`config.mk`:
```
export PLATFORM = sky130hd
export DESIGN_NAME = ex_muldiv_flat
export DESIGN_NICKNAME = d
export VERILOG_FILES = /design/src/rtl/ex_muldiv_if.sv /design/src/rtl/ex_muldiv.sv /design/src/flat_wrapper.sv
export SDC_FILE = /design/constraint.sdc
export NUM_CORES = 1
export LEC_CHECK = 0
export ABC_CLOCK_PERIOD_IN_PS = 5700
export BUFFER_PORTS_ARGS = -buffer_cell sky130_fd_sc_hd__buf_2
export CORE_MARGIN = 5
export CORE_UTILIZATION = 50
export CTS_CLUSTER_DIAMETER = 150
export DETAILED_ROUTE_END_ITERATION = 6
export PLACE_DENSITY = 0.79
export SLEW_MARGIN = 40
export SYNTH_ARGS = -nofsm -noshare
export SYNTH_HDL_FRONTEND = slang
export SYNTH_SLANG_ARGS = --single-unit
```
`constraint.sdc`:
```
create_clock -name clk -period 5.7 [get_ports clk]
set_input_delay 0.285 -clock clk [delete_from_list [all_inputs] [get_ports clk]]
set_output_delay 0.285 -clock clk [all_outputs]
set_load 0.01 [all_outputs]
```
`src/rtl/ex_muldiv_if.sv`:
```
// EX-stage multiply/divide handshake bundle: the pipeline is the master, ex_muldiv the slave.
interface ex_muldiv_if #(
    parameter int WIDTH = 32
);
    logic             start;
    logic [1:0]       op;
    logic [WIDTH-1:0] A;
    logic [WIDTH-1:0] B;
    logic             flush;
    logic             stall;
    logic             done;
    logic [WIDTH-1:0] HI;
    logic [WIDTH-1:0] LO;

    // Handshake: start is a level request sampled only in IDLE; stall stays high while the
    // request is held off, and done pulses for the single cycle in which HI/LO become valid.
    modport master (
        output start, op, A, B, flush,
        input  stall, done, HI, LO
    );

    modport slave (
        input  start, op, A, B, flush,
        output stall, done, HI, LO
    );
endinterface

```
`src/rtl/ex_muldiv.sv`:
```
// Iterative MULT/MULTU/DIV/DIVU unit for the EX stage: WIDTH shift-add / restoring-divide steps.
// Optional MULDIV_FAST_MUL_EN turns multiplies into a single-cycle IDLE->DONE operation.
module ex_muldiv #(
    parameter int WIDTH = 32
) (
    input  logic        clk,
    input  logic        CLR,
    ex_muldiv_if.slave  bus,
    output logic [1:0]  dbg_state
);
    localparam int CW = $clog2(WIDTH + 1);

    typedef enum logic [1:0] {
        IDLE = 2'd0,
        BUSY = 2'd1,
        DONE = 2'd2
    } state_t;

    state_t           state;
    logic [CW-1:0]    count;
    logic             op_div;
    logic             neg_res;
    logic             neg_rem;
    logic [WIDTH-1:0] a_q;
    logic [WIDTH-1:0] opnd_b;
    logic [WIDTH-1:0] acc_hi;
    logic [WIDTH-1:0] acc_lo;
    logic [WIDTH-1:0] hi_q;
    logic [WIDTH-1:0] lo_q;
    logic             done_q;

    logic             take;
    logic [WIDTH-1:0] abs_a;
    logic [WIDTH-1:0] abs_b;

    assign take  = bus.start && !bus.flush;
    assign abs_a = (bus.op[0] && bus.A[WIDTH-1]) ? -bus.A : bus.A;
    assign abs_b = (bus.op[0] && bus.B[WIDTH-1]) ? -bus.B : bus.B;

    // One multiply step: conditionally add the multiplicand into the high half, shift right.
    logic [WIDTH:0]   mul_sum;
    logic [WIDTH-1:0] mul_hi_n;
    logic [WIDTH-1:0] mul_lo_n;
    assign mul_sum  = {1'b0, acc_hi} + (acc_lo[0] ? {1'b0, opnd_b} : {(WIDTH+1){1'b0}});
    assign mul_hi_n = mul_sum[WIDTH:1];
    assign mul_lo_n = {mul_sum[0], acc_lo[WIDTH-1:1]};

    // One restoring divide step: acc_hi is the partial remainder, acc_lo shifts dividend out
    // and quotient bits in. The remainder is always below the divisor, so WIDTH+1 bits suffice.
    logic [WIDTH:0]   div_shift;
    logic             div_ge;
    logic [WIDTH-1:0] div_diff;
    logic [WIDTH-1:0] div_hi_n;
    logic [WIDTH-1:0] div_lo_n;
    assign div_shift = {acc_hi, acc_lo[WIDTH-1]};
    assign div_ge    = div_shift >= {1'b0, opnd_b};
    assign div_diff  = div_shift[WIDTH-1:0] - opnd_b;
    assign div_hi_n  = div_ge ? div_diff : div_shift[WIDTH-1:0];
    assign div_lo_n  = {acc_lo[WIDTH-2:0], div_ge};

    logic [WIDTH-1:0] step_hi;
    logic [WIDTH-1:0] step_lo;
    assign step_hi = op_div ? div_hi_n : mul_hi_n;
    assign step_lo = op_div ? div_lo_n : mul_lo_n;

    // Sign fix-up applied to the last step's output on the DONE entry edge.
    logic [2*WIDTH-1:0] prod_fix;
    logic [WIDTH-1:0]   fin_hi;
    logic [WIDTH-1:0]   fin_lo;
    always_comb begin
        prod_fix = neg_res ? -{step_hi, step_lo} : {step_hi, step_lo};
        fin_hi   = prod_fix[2*WIDTH-1:WIDTH];
        fin_lo   = prod_fix[WIDTH-1:0];
        if (op_div) begin
            if (opnd_b == '0) begin
                fin_hi = a_q;
                fin_lo = '1;
            end else begin
                fin_hi = neg_rem ? -step_hi : step_hi;
                fin_lo = neg_res ? -step_lo : step_lo;
            end
        end
    end

`ifdef MULDIV_FAST_MUL_EN
    logic [2*WIDTH-1:0] ext_a;
    logic [2*WIDTH-1:0] ext_b;
    logic [2*WIDTH-1:0] fast_prod;
    assign ext_a     = {{WIDTH{bus.op[0] & bus.A[WIDTH-1]}}, bus.A};
    assign ext_b     = {{WIDTH{bus.op[0] & bus.B[WIDTH-1]}}, bus.B};
    assign fast_prod = ext_a * ext_b;
`endif

    always_ff @(posedge clk) begin
        if (CLR) begin
            state   <= IDLE;
            count   <= '0;
            hi_q    <= '0;
            lo_q    <= '0;
            done_q  <= 1'b0;
            op_div  <= 1'b0;
            neg_res <= 1'b0;
            neg_rem <= 1'b0;
            a_q     <= '0;
            opnd_b  <= '0;
            acc_hi  <= '0;
            acc_lo  <= '0;
        end else begin
            done_q <= 1'b0;
            case (state)
                IDLE: begin
                    if (take) begin
                        op_div  <= bus.op[1];
                        a_q     <= bus.A;
                        acc_hi  <= '0;
                        acc_lo  <= abs_a;
                        opnd_b  <= abs_b;
                        neg_res <= bus.op[0] & (bus.A[WIDTH-1] ^ bus.B[WIDTH-1]);
                        neg_rem <= bus.op[0] & bus.A[WIDTH-1];
                        count   <= CW'(WIDTH);
                        state   <= BUSY;
`ifdef MULDIV_FAST_MUL_EN
                        if (!bus.op[1]) begin
                            hi_q   <= fast_prod[2*WIDTH-1:WIDTH];
                            lo_q   <= fast_prod[WIDTH-1:0];
                            done_q <= 1'b1;
                            count  <= '0;
                            state  <= DONE;
                        end
`endif
                    end
                end
                BUSY: begin
                    if (bus.flush) begin
                        state <= IDLE;
                        count <= '0;
                    end else begin
                        acc_hi <= step_hi;
                        acc_lo <= step_lo;
                        count  <= count - CW'(1);
                        if (count == CW'(1)) begin
                            hi_q   <= fin_hi;
                            lo_q   <= fin_lo;
                            done_q <= 1'b1;
                            state  <= DONE;
                        end
                    end
                end
                DONE:    state <= IDLE;
                default: state <= IDLE;
            endcase
        end
    end

    assign bus.stall = ((state == IDLE) && take) || (state == BUSY);
    assign bus.done  = done_q;
    assign bus.HI    = hi_q;
    assign bus.LO    = lo_q;
    assign dbg_state = state;
endmodule

```
`src/flat_wrapper.sv`:
```
// flat-port wrapper written by rule: the top's interface ports become plain ports
module ex_muldiv_flat 
#(
    parameter int WIDTH = 32
)
  (clk, CLR, dbg_state, bus_start, bus_op, bus_A, bus_B, bus_flush, bus_stall, bus_done, bus_HI, bus_LO);
  ex_muldiv_if #(.WIDTH(WIDTH)) bus_i ();
  input  logic clk;
  input  logic CLR;
  output logic [1:0] dbg_state;
  input wire logic [$bits(bus_i.start)-1:0] bus_start;
  input wire logic [$bits(bus_i.op)-1:0] bus_op;
  input wire logic [$bits(bus_i.A)-1:0] bus_A;
  input wire logic [$bits(bus_i.B)-1:0] bus_B;
  input wire logic [$bits(bus_i.flush)-1:0] bus_flush;
  output wire logic [$bits(bus_i.stall)-1:0] bus_stall;
  output wire logic [$bits(bus_i.done)-1:0] bus_done;
  output wire logic [$bits(bus_i.HI)-1:0] bus_HI;
  output wire logic [$bits(bus_i.LO)-1:0] bus_LO;
  assign bus_i.start = bus_start;
  assign bus_i.op = bus_op;
  assign bus_i.A = bus_A;
  assign bus_i.B = bus_B;
  assign bus_i.flush = bus_flush;
  assign bus_stall = bus_i.stall;
  assign bus_done = bus_i.done;
  assign bus_HI = bus_i.HI;
  assign bus_LO = bus_i.LO;
  ex_muldiv #(.WIDTH(WIDTH)) u_core (.clk(clk), .CLR(CLR), .bus(bus_i), .dbg_state(dbg_state));
endmodule
```
== Word-level counts from Yosys, hierarchy flattened ==
Cells that the tools add are included.

* $lt $le $gt $ge: 1
* Equality and inequality tests: 5
* Add/sub/neg operators: 8
* Bitwise gates (word level): 5
* Muxes and demuxes: 27
* Reductions and logical operators: 15

{| class="wikitable"
|+ Operators with widths
! kind !! count
|-
| 32-bit two-way mux || 16
|-
| 32-bit negation || 4
|-
| 32-bit case mux with 2 select lines || 2
|-
| 64-bit two-way mux || 1
|-
| 64-bit negation || 1
|-
| 32-bit by 33-bit adder with 33-bit output || 1
|-
| 33-bit by 32-bit greater-or-equal comparator with 1-bit output || 1
|-
| 32-bit zero test || 1
|-
| 32-bit subtractor || 1
|-
| 6-bit two-way mux || 2
|-
| 6-bit case mux with 2 select lines || 1
|-
| 6-bit by 1-bit equality test with 1-bit output, second input constant || 1
|-
| 2-bit two-way mux || 3
|-
| 2-bit AND reduction || 3
|-
| 3-bit AND reduction || 2
|-
| 6-bit by 1-bit subtractor with 6-bit output, second input constant || 1
|-
| 1-bit logical AND || 4
|-
| 2-bit case mux with 2 select lines || 1
|-
| 3-bit by 2-bit inequality test with 1-bit output, second input constant || 1
|-
| 3-bit OR reduction || 1
|-
| 1-bit bitwise AND || 2
|-
| 2-bit by 1-bit equality test with 1-bit output, second input constant || 1
|-
| 2-bit zero test || 1
|-
| 2-bit by 1-bit inequality test with 1-bit output, second input constant || 1
|-
| other kinds (7) || 8
|}

* Output and inout port bits: 68
* Word-level logic and storage cells: 73
* Bits in registers: 204
* Input port bits: 70

== Depth between registers and ports, before layout ==
Gate-level depths: netlist of run 1.

* Word-level depth: 7
* Mapped depth: 24
* Mapped depth without buffers: 20

== Worst setup path after synthesis of run 1 ==
OpenSTA, ideal clock, no wires.

* Path kind: reg2reg
* From: reg u_core.opnd_b[17]
* To: reg u_core.hi_q[24] (netlist: u_core.bus.HI[24])
* Arrival time: 4658 ps
* Clock period less this slack: 4737 ps
* Path slack: 963 ps
* Stages on the path, launching flop included: 25
* Data required time: 5621 ps
* Buffers on the path: 5
* Setup time: 79 ps
* Path through: dfxtp_1 > inv_1 > ha_1 > buf_4 > nand4_2 > nor4_4 > a21oi_2 > o2111a_1 > buf_6 > nand2_4 > buf_2 > buf_1 > mux2i_1 > inv_1 > ha_1 > nand4_1 > nor3_1 > a311oi_1 > nand2b_1 > clkbuf_1 > nor4_1 > nand4_1 > and3_1 > or4_1 > o211ai_1

* Cells in the longest elaborated chain, start to end: 7
* Elaborated cells between the ends (all ways): 14
* Those cells by class: 4 x add/sub; 1 x order compare; 8 x mux; 1 x reduce/logical

{| class="wikitable"
|+ RTL lines
! what !! RTL line !! text
|-
| from (decl) || ex_muldiv.sv:25 || <nowiki>logic [WIDTH-1:0] opnd_b;</nowiki>
|-
| from (signal assigned) || ex_muldiv.sv:117 || <nowiki>opnd_b <= abs_b;</nowiki>
|-
| 32-bit two-way mux, or another cell as far along || ex_muldiv.sv:44 || <nowiki>assign mul_sum = {1'b0, acc_hi} + (acc_lo[0] ? {1'b0, opnd_b} : {(WIDTH+1){1'b0}});</nowiki>
|-
| 32-bit by 33-bit adder with 33-bit output / 32-bit two-way mux (equally long branches) || ex_muldiv.sv:44, ex_muldiv.sv:58 ||
|-
| 32-bit two-way mux || ex_muldiv.sv:63 || <nowiki>assign step_hi = op_div ? div_hi_n : mul_hi_n;</nowiki>
|-
| 32-bit negation || ex_muldiv.sv:79 || <nowiki>fin_hi = neg_rem ? -step_hi : step_hi;</nowiki>
|-
| 32-bit two-way mux || ex_muldiv.sv:79 ||
|-
| 32-bit two-way mux || ex_muldiv.sv:75 || <nowiki>if (opnd_b == '0) begin</nowiki>
|-
| 32-bit two-way mux (*) || ex_muldiv.sv:74 || <nowiki>if (op_div) begin</nowiki>
|-
| to (signal assigned) || ex_muldiv.sv:142 || <nowiki>hi_q <= fin_hi;</nowiki>
|-
| to (decl) || ex_muldiv.sv:28 || <nowiki>logic [WIDTH-1:0] hi_q;</nowiki>
|}

Every way passes the cells marked *; elsewhere a longest branch is shown, timed or not.
A chain may end at the register's enable or synchronous reset.

== Worst setup path in the final report of run 1 ==
* From: reg u_core.opnd_b[10]
* To: reg u_core.hi_q[18] (netlist: u_core.bus.HI[18])

Same word-level chain as after synthesis.

==> reports/summary.txt, run 1 <==
Compound-Gate Fraction of Synth Area: 0.2853
Antenna Nets Post-Route: 0
fraction of registers with async set/reset: 0
post-synthesis mux area share: 0.03222
Starting DRT DRC Count: 2,623
number of port buffers: 137
Slew @ Worst Pin: 914.9 ps
# IOs: 138
post-DP HPWL: 53,460 um
top post-synthesis cells by count: 295 x nor2_1, 255 x nand2_1, 206 x a21oi_1
initial antenna violation count: 1
DR pass1 iterations: 7
CTS Buffer Depth: 3
Yosys warnings: 0
DRT Wirelength: 69,980 um
Synth top area share: 0.2363
Core Box Area: 0.03437 mm2
RR Endpoint: u_core.bus.HI[18]
Starting Density: 0.5027
std cell rows: 68
Cells after Synth: 2,357
Finished Core Util: 0.5775
number of max-cap violations: 0
grt total ovfl: 0
crit end category: flop
Placer Congestion: 0.9981
worst setup margin: 353.0 ps
ratio of final minimum period to clock period: 0.9381
crit path to: u_core.bus.HI[18]
clock sink count: 204
Mapped Area: 0.01728 mm2
post-synth cell types: 113
Worst EP arrival: 5810 ps
violations in the final reports: DRC
worst setup path class: flop to flop
clock-pin slew on the worst setup and hold paths: 60 ps
Final Total Pwr: 4.431 mW
CP Launch Type: flop
Final nets: 2,646
Critical R2R Launch: u_core.opnd_b[10]
Post-Synth XOR/XNOR Area: 0.08160
Max FO, Critical Path: 9
post-DR vias/cell: 6.601
largest net degree at the start of global routing: 102
post-layout minimum cycle time: 5347 ps
share of cells above drive strength 1: 0.1566
Slew headroom: 0.3886
Die Area: 0.03838 mm2
drt wl/cell: 23.51 um
pwr/cell area: 223.2 mW/mm2
#FFs+latches synth: 204
cell with the most instances after synthesis: nor2_1
required time worst endpoint: 6160 ps
drt drc: 1
first-pass GRT wire length: 107,700 um
vias in the first global route: 18,338
largest family of logic cells by synthesized area: compound AO/OA/AOI/OAI gates
hold crit path type: input port to flop
Sum Neg Setup Slack: 0 ps
final hold violations: 0
Post-synth EDFFs: 0
syn_nets: 2,499
Area growth syn-to-layout: 14.88%
post-synthesis adder-cell area fraction: 0.05300
Clock Latency Late Sink: 550 ps
area leader, netlist: dfxtp_1
leakage: 7.900 nW
outcome: finished with violations
Reg2Reg Depth: 20
Avg Inst Size Synth: 7.331 um2
Area contributors post-synth: dfxtp_1 24%, nor2_1 6.4%, a21oi_1 6.0%
via count: 19,650
Placement Setup Slack: 374.0 ps
flop-to-flop setup slack: 350 ps
Simple-Gate Fraction of Synth Area: 0.2606
worst setup path start: u_core.opnd_b[10]
Max Clk Rate: 187.0 MHz
ys flop type: dfxtp_1
Die Height: 195.9 um
clock tree from TritonCTS: yes
post-synthesis sequential area ratio: 0.2363
Root Driver: clkbuf_16
die width: 195.9 um
CTS Buf Count: 25
Slew Viols, Final: 0
Worst VDD drop: 0.2326 mV
Ant. Diodes: 0
final setup violation count: 0
gr usage total: 0.3483
H-tree levels: 1
worst clock skew: 17.38 ps
## metrics by stage
step,hold WS [ps],cells,cell area (um2)
floorplan,421.0,2357,17280
global placement,425.7,2923,18870
detailed placement,450.5,2923,18900
CTS,0.3563,2974,19820
global route,6.278,2977,19850
finish,19.20,2977,19850
## flip-flops by register name, summed over array words and instances (netlist names)
name and count:
u_core.op_div 1, u_core.neg_rem 1, u_core.count 6, u_core.neg_res 1, u_core.acc_lo 32, u_core.bus.done 1
u_core.a_q 32, u_core.dbg_state 2, u_core.bus.LO 32, u_core.bus.HI 32, u_core.acc_hi 32, u_core.opnd_b 32
## how the worst min path moves through the flow
stage	to	cells after the start	slack (ps)	start
2_1_floorplan	u_core.a_q[21]	2	420	bus_A[21]
3_3_place_gp	u_core.bus.HI[12]	2	430	u_core.bus.HI[12]
3_5_place_dp	u_core.a_q[25]	2	450	u_core.a_q[25]
4_1_cts	u_core.a_q[25]	3	0.4	bus_A[25]
5_1_grt	u_core.a_q[18]	3	6	bus_A[18]
6_report	u_core.a_q[25]	3	20	bus_A[25]
## routing by layer
metal	GRT usage	vias to the layer above	part of all wire	routed length (um)
met2	0.5305	1228	0.43	29890
met1	0.5040	9306	0.43	30100
met3	0.07213	162	0.11	7893
met5	0	-	0	0
met4	0.08766	0	0.030	2092
li1	-	8954	-	-
## worst max-delay path, stage by stage (launching register included)
cell and delay (ps):
dfxtp_1 410, inv_1 70, ha_1 410, a21oi_1 300, o21ai_2 150, a211oi_4 340, a31o_2 270, a31oi_1 150
inv_1 140, ha_1 220, o2111ai_1 150, nand4b_1 390, nor4_1 330, nand3_1 260, nor2_2 290, nand2_1 100
or4_1 480, o31ai_2 230, xor2_1 170, a22oi_1 100, a311oi_1 280
## cells in the final DEF (no fill, tap or decap), types with 8 or more instances in the layout
| cell | instances |
|---|---|
| a211oi_1 | 107 |
| a21o_1 | 24 |
| a21oi_1 | 206 |
| a22oi_1 | 29 |
| a311oi_1 | 22 |
| a31oi_1 | 16 |
| and2_1 | 44 |
| and3_1 | 15 |
| buf_2 | 136 |
| buf_4 | 122 |
| clkbuf_16 | 25 |
| dfxtp_1 | 202 |
| ha_1 | 70 |
| inv_1 | 62 |
| mux2_2 | 13 |
| mux2i_1 | 41 |
| nand2_1 | 255 |
| nand2b_1 | 14 |
| nand3_1 | 47 |
| nand4_1 | 27 |
| nor2_1 | 290 |
| nor2b_1 | 9 |
| nor3_1 | 60 |
| nor3b_1 | 8 |
| nor4_1 | 28 |
| o211ai_1 | 30 |
| o21a_1 | 11 |
| o21ai_0 | 109 |
| o21ai_1 | 12 |
| o31ai_1 | 30 |
| o41ai_1 | 11 |
| or3_1 | 50 |
| or4_1 | 16 |
| xnor2_1 | 97 |
| xor2_1 | 64 |
## kinds of logic after synthesis
logic type / count (synthesis)
fa+ha+maj: 72
simple gates: 928
mux: 54
compound gates: 725
xor+xnor: 161
flops: 204
buf+inv: 213
## power by group
group	internal (mW)	leakage [nW]	switching [mW]	total, mW
registers	1.48	1.66	0.0583	1.53
logic	0.432	5.83	0.761	1.19
clock network	1.00	0.414	0.703	1.70
total	2.91	7.90	1.52	4.43
## cell type report
| type | instances | area (um2) |
|---|---|---|
| fillers | 3235 | 14520 |
| inverters | 64 | 241.5 |
| multi-input cells | 1940 | 12370 |
| flip-flops and latches | 204 | 4089 |
| clock buffers | 33 | 695.7 |
| repair buffers | 269 | 1722 |
| clock inverters | 12 | 165.2 |
| well taps | 455 | 569.3 |
## what timing repair did
| action | 4_1_cts | 5_1_grt |
|---|---|---|
| setup endpoints to repair | 0 | 6 |
| hold buffers | 6 | 0 |
| resized for setup | 0 | 3 |
| endpoints found under the hold margin | 6 | 0 |
| buffers inserted | 0 | 3 |
Note: power is estimated with default switching activity, not from simulation.
==> run 2, diff against run 1 <==
Settings changed: CORE_MARGIN 5 to 3, CTS_BUF_LIST set to sky130_fd_sc_hd__clkbuf_8.
==> run 2 against run 1 <==
- the flow now finishes without violations
- sequential power about the same
- setup slack got worse by 97 ps
- die area decreased by 4.0%
- critical endpoint is now u_core.bus.HI[26]
- count of clock-buffer cells in the layout increased by 11
- clock power decreased by 10%
- worst hold slack improved by 0.96 ps
- register-to-register slack got worse by 97 ps
- critical path depth unchanged
- sequential share of layout area increased by 0.13 points
==> reports/summary.txt, run 2 (synthesis results as in run 1) <==
outcome: complete, no violations
leakage: 7.867 nW (-0.42%)
Reg2Reg Depth: 20 (unchanged)
flop-to-flop setup slack: 260 ps (-100 ps)
Ant. Diodes: 0 (unchanged)
Core Box Area: 0.03378 mm2 (-1.7%)
std cell rows: 67 (-1.5%)
gr usage total: 0.3631 (+0.01482)
Slew Viols, Final: 0 (unchanged)
DR pass1 iterations: 6 (-1)
post-layout minimum cycle time: 5444 ps (+97.10 ps)
Final nets: 2,647 (+0.038%)
Area growth syn-to-layout: 14.17%
pwr/cell area: 214.9 mW/mm2 (-3.7%)
grt total ovfl: 0 (unchanged)
Clock Latency Late Sink: 580 ps (+30 ps)
crit end category: flop
GR met2 Demand/Resource: 0.5446 (+0.01412)
worst clock skew: 36.28 ps (+18.90 ps)
die width: 191.9 um (-2.0%)
WHS Endpoint: u_core.a_q[26]
largest net degree at the start of global routing: 82 (-20%)
HP Start: bus_A[26]
most frequent cells in the layout: 291 x nor2_1, 255 x nand2_1, 206 x a21oi_1
drt wl/cell: 23.04 um (-2.0%)
initial antenna violation count: 1 (unchanged)
number of port buffers: 137 (unchanged)
final hold violations: 0 (unchanged)
CP Launch Type: flop
Max Clk Rate: 183.7 MHz (-1.8%)
Worst VDD drop: 0.2290 mV (-1.6%)
CTS Buf Count: 39 (+56%)
worst hold stages: 3 (unchanged)
DRT Wirelength: 68,710 um (-1.8%)
Max FO, Critical Path: 6 (-3)
Die Area: 0.03683 mm2 (-4.0%)
required time worst endpoint: 6150 ps (about the same)
ratio of final minimum period to clock period: 0.9551 (+0.01704)
Antenna Nets Post-Route: 0 (unchanged)
Final Total Pwr: 4.240 mW (-4.3%)
final setup violation count: 0 (unchanged)
Worst EP arrival: 5890 ps (+80 ps)
worst setup path class: flop to flop
H-tree levels: 2 (+1)
vias in the first global route: 18,177 (-0.88%)
RR Endpoint: u_core.bus.HI[26]
met3 usage: 0.07757 (+0.005441)
share of cells above drive strength 1: 0.1511 (-0.005477)
Placer Congestion: 1.029 (+3.1%)
clock sink count: 204 (unchanged)
Root Driver: clkbuf_8
via count: 19,649 (-0.0051%)
clock tree from TritonCTS: yes
Die Height: 191.9 um (-2.0%)
post-DP HPWL: 51,670 um (-3.4%)
Slew @ Worst Pin: 921.1 ps (+6.152 ps)
Starting DRT DRC Count: 2,362 (-10%)
busiest layer in global routing: met2
number of max-cap violations: 0 (unchanged)
commonest non-fill, non-tap cell in the layout: nor2_1
hold crit path type: input port to flop
Slew headroom: 0.3701 (-0.01850)
Critical R2R Launch: u_core.opnd_b[14]
Starting Density: 0.5115 (+0.008770)
drt drc: 0 (-1)
WHS: 20.16 ps (+0.9551 ps)
first-pass GRT wire length: 105,400 um (-2.1%)
# IOs: 138 (unchanged)
post-DR vias/cell: 6.589 (-0.17%)
CTS Buffer Depth: 3 (unchanged)
met1 usage: 0.5172 (+0.01324)
clock-pin slew on the worst setup and hold paths: 70 ps (about the same)
[run 2: cell count changes in the layout (fill, tap and decap cells not counted), moves of 4 or more]
cell / change
clkbuf_1: -4
dlygate4sd3_1: +15
clkbuf_8: +40
clkbuf_16: -25
buf_4: -27
inv_1: +12
[run 2: area by class of cell]
type	instances	area (um2)
multi-input combinational	1940	12370
sequential	204	4089
fill	3127	14050
inverter	64	241.5
clock inverter	26	187.7
clock buffer	44	605.6
tap	448	560.5
timing repair buffer	256	1670
[run 2: timing repair]
item,in CTS,in global routing
hold buffers,21,0
setup buffers,0,3
gates resized for setup,0,1
endpoints found under the hold margin,21,0
endpoints found under the setup margin,0,5
[run 2: through the flow]
step                utilization  area [um2]  setup slack [ps]  setup TNS (ps)  cells
floorplan                     -       17280             962.9               0   2357
global placement         0.5524       18660             365.2               0   2887
detailed placement       0.5532       18690             333.8               0   2888
CTS                      0.5829       19690             270.5               0   2979
global route             0.5840       19730            -18.28          -18.28   2982
finish                   0.5840       19730             255.9               0   2982
[run 2: worst max-delay path by stage]
stage | startpoint | endpoint | slack [ps]
finish | u_core.opnd_b[14] | u_core.bus.HI[26] | 260
CTS | u_core.opnd_b[14] | u_core.bus.HI[26] | 270
detailed placement | u_core.opnd_b[14] | u_core.bus.HI[26] | 330
global route | u_core.opnd_b[14] | u_core.bus.HI[18] | -20
floorplan | u_core.opnd_b[17] | u_core.bus.HI[24] | 960
global placement | u_core.opnd_b[14] | u_core.bus.HI[26] | 370
[run 2: per-layer routing]
metal / routed length [um] / share of wire / up-vias
met5: 13 / 0.00019 / -
met4: 2468 / 0.036 / 2
met3: 7982 / 0.12 / 184
met2: 29050 / 0.42 / 1212
met1: 29200 / 0.42 / 9285
li1: - / - / 8966
[run 2: critical path: stages, from the launching register on]
cell       delay (ps)
dfxtp_1           480
inv_1              80
ha_1              390
a21oi_1           280
o21ai_2           170
o211ai_1          390
a31o_2            190
a31oi_1           210
inv_1             190
ha_1              250
o2111ai_2         200
nand4b_1          350
nor4_1            310
nand3_1           250
nor2_1            230
nand2_1            90
or4_1             460
buf_4             170
o41ai_1           350
a221o_1           220
nand2_1            50
[run 2: power by group]
| group | switching [mW] | total, mW | internal (mW) |
|---|---|---|---|
| logic | 0.748 | 1.17 | 0.422 |
| clock network | 0.722 | 1.53 | 0.809 |
| registers | 0.0633 | 1.54 | 1.48 |
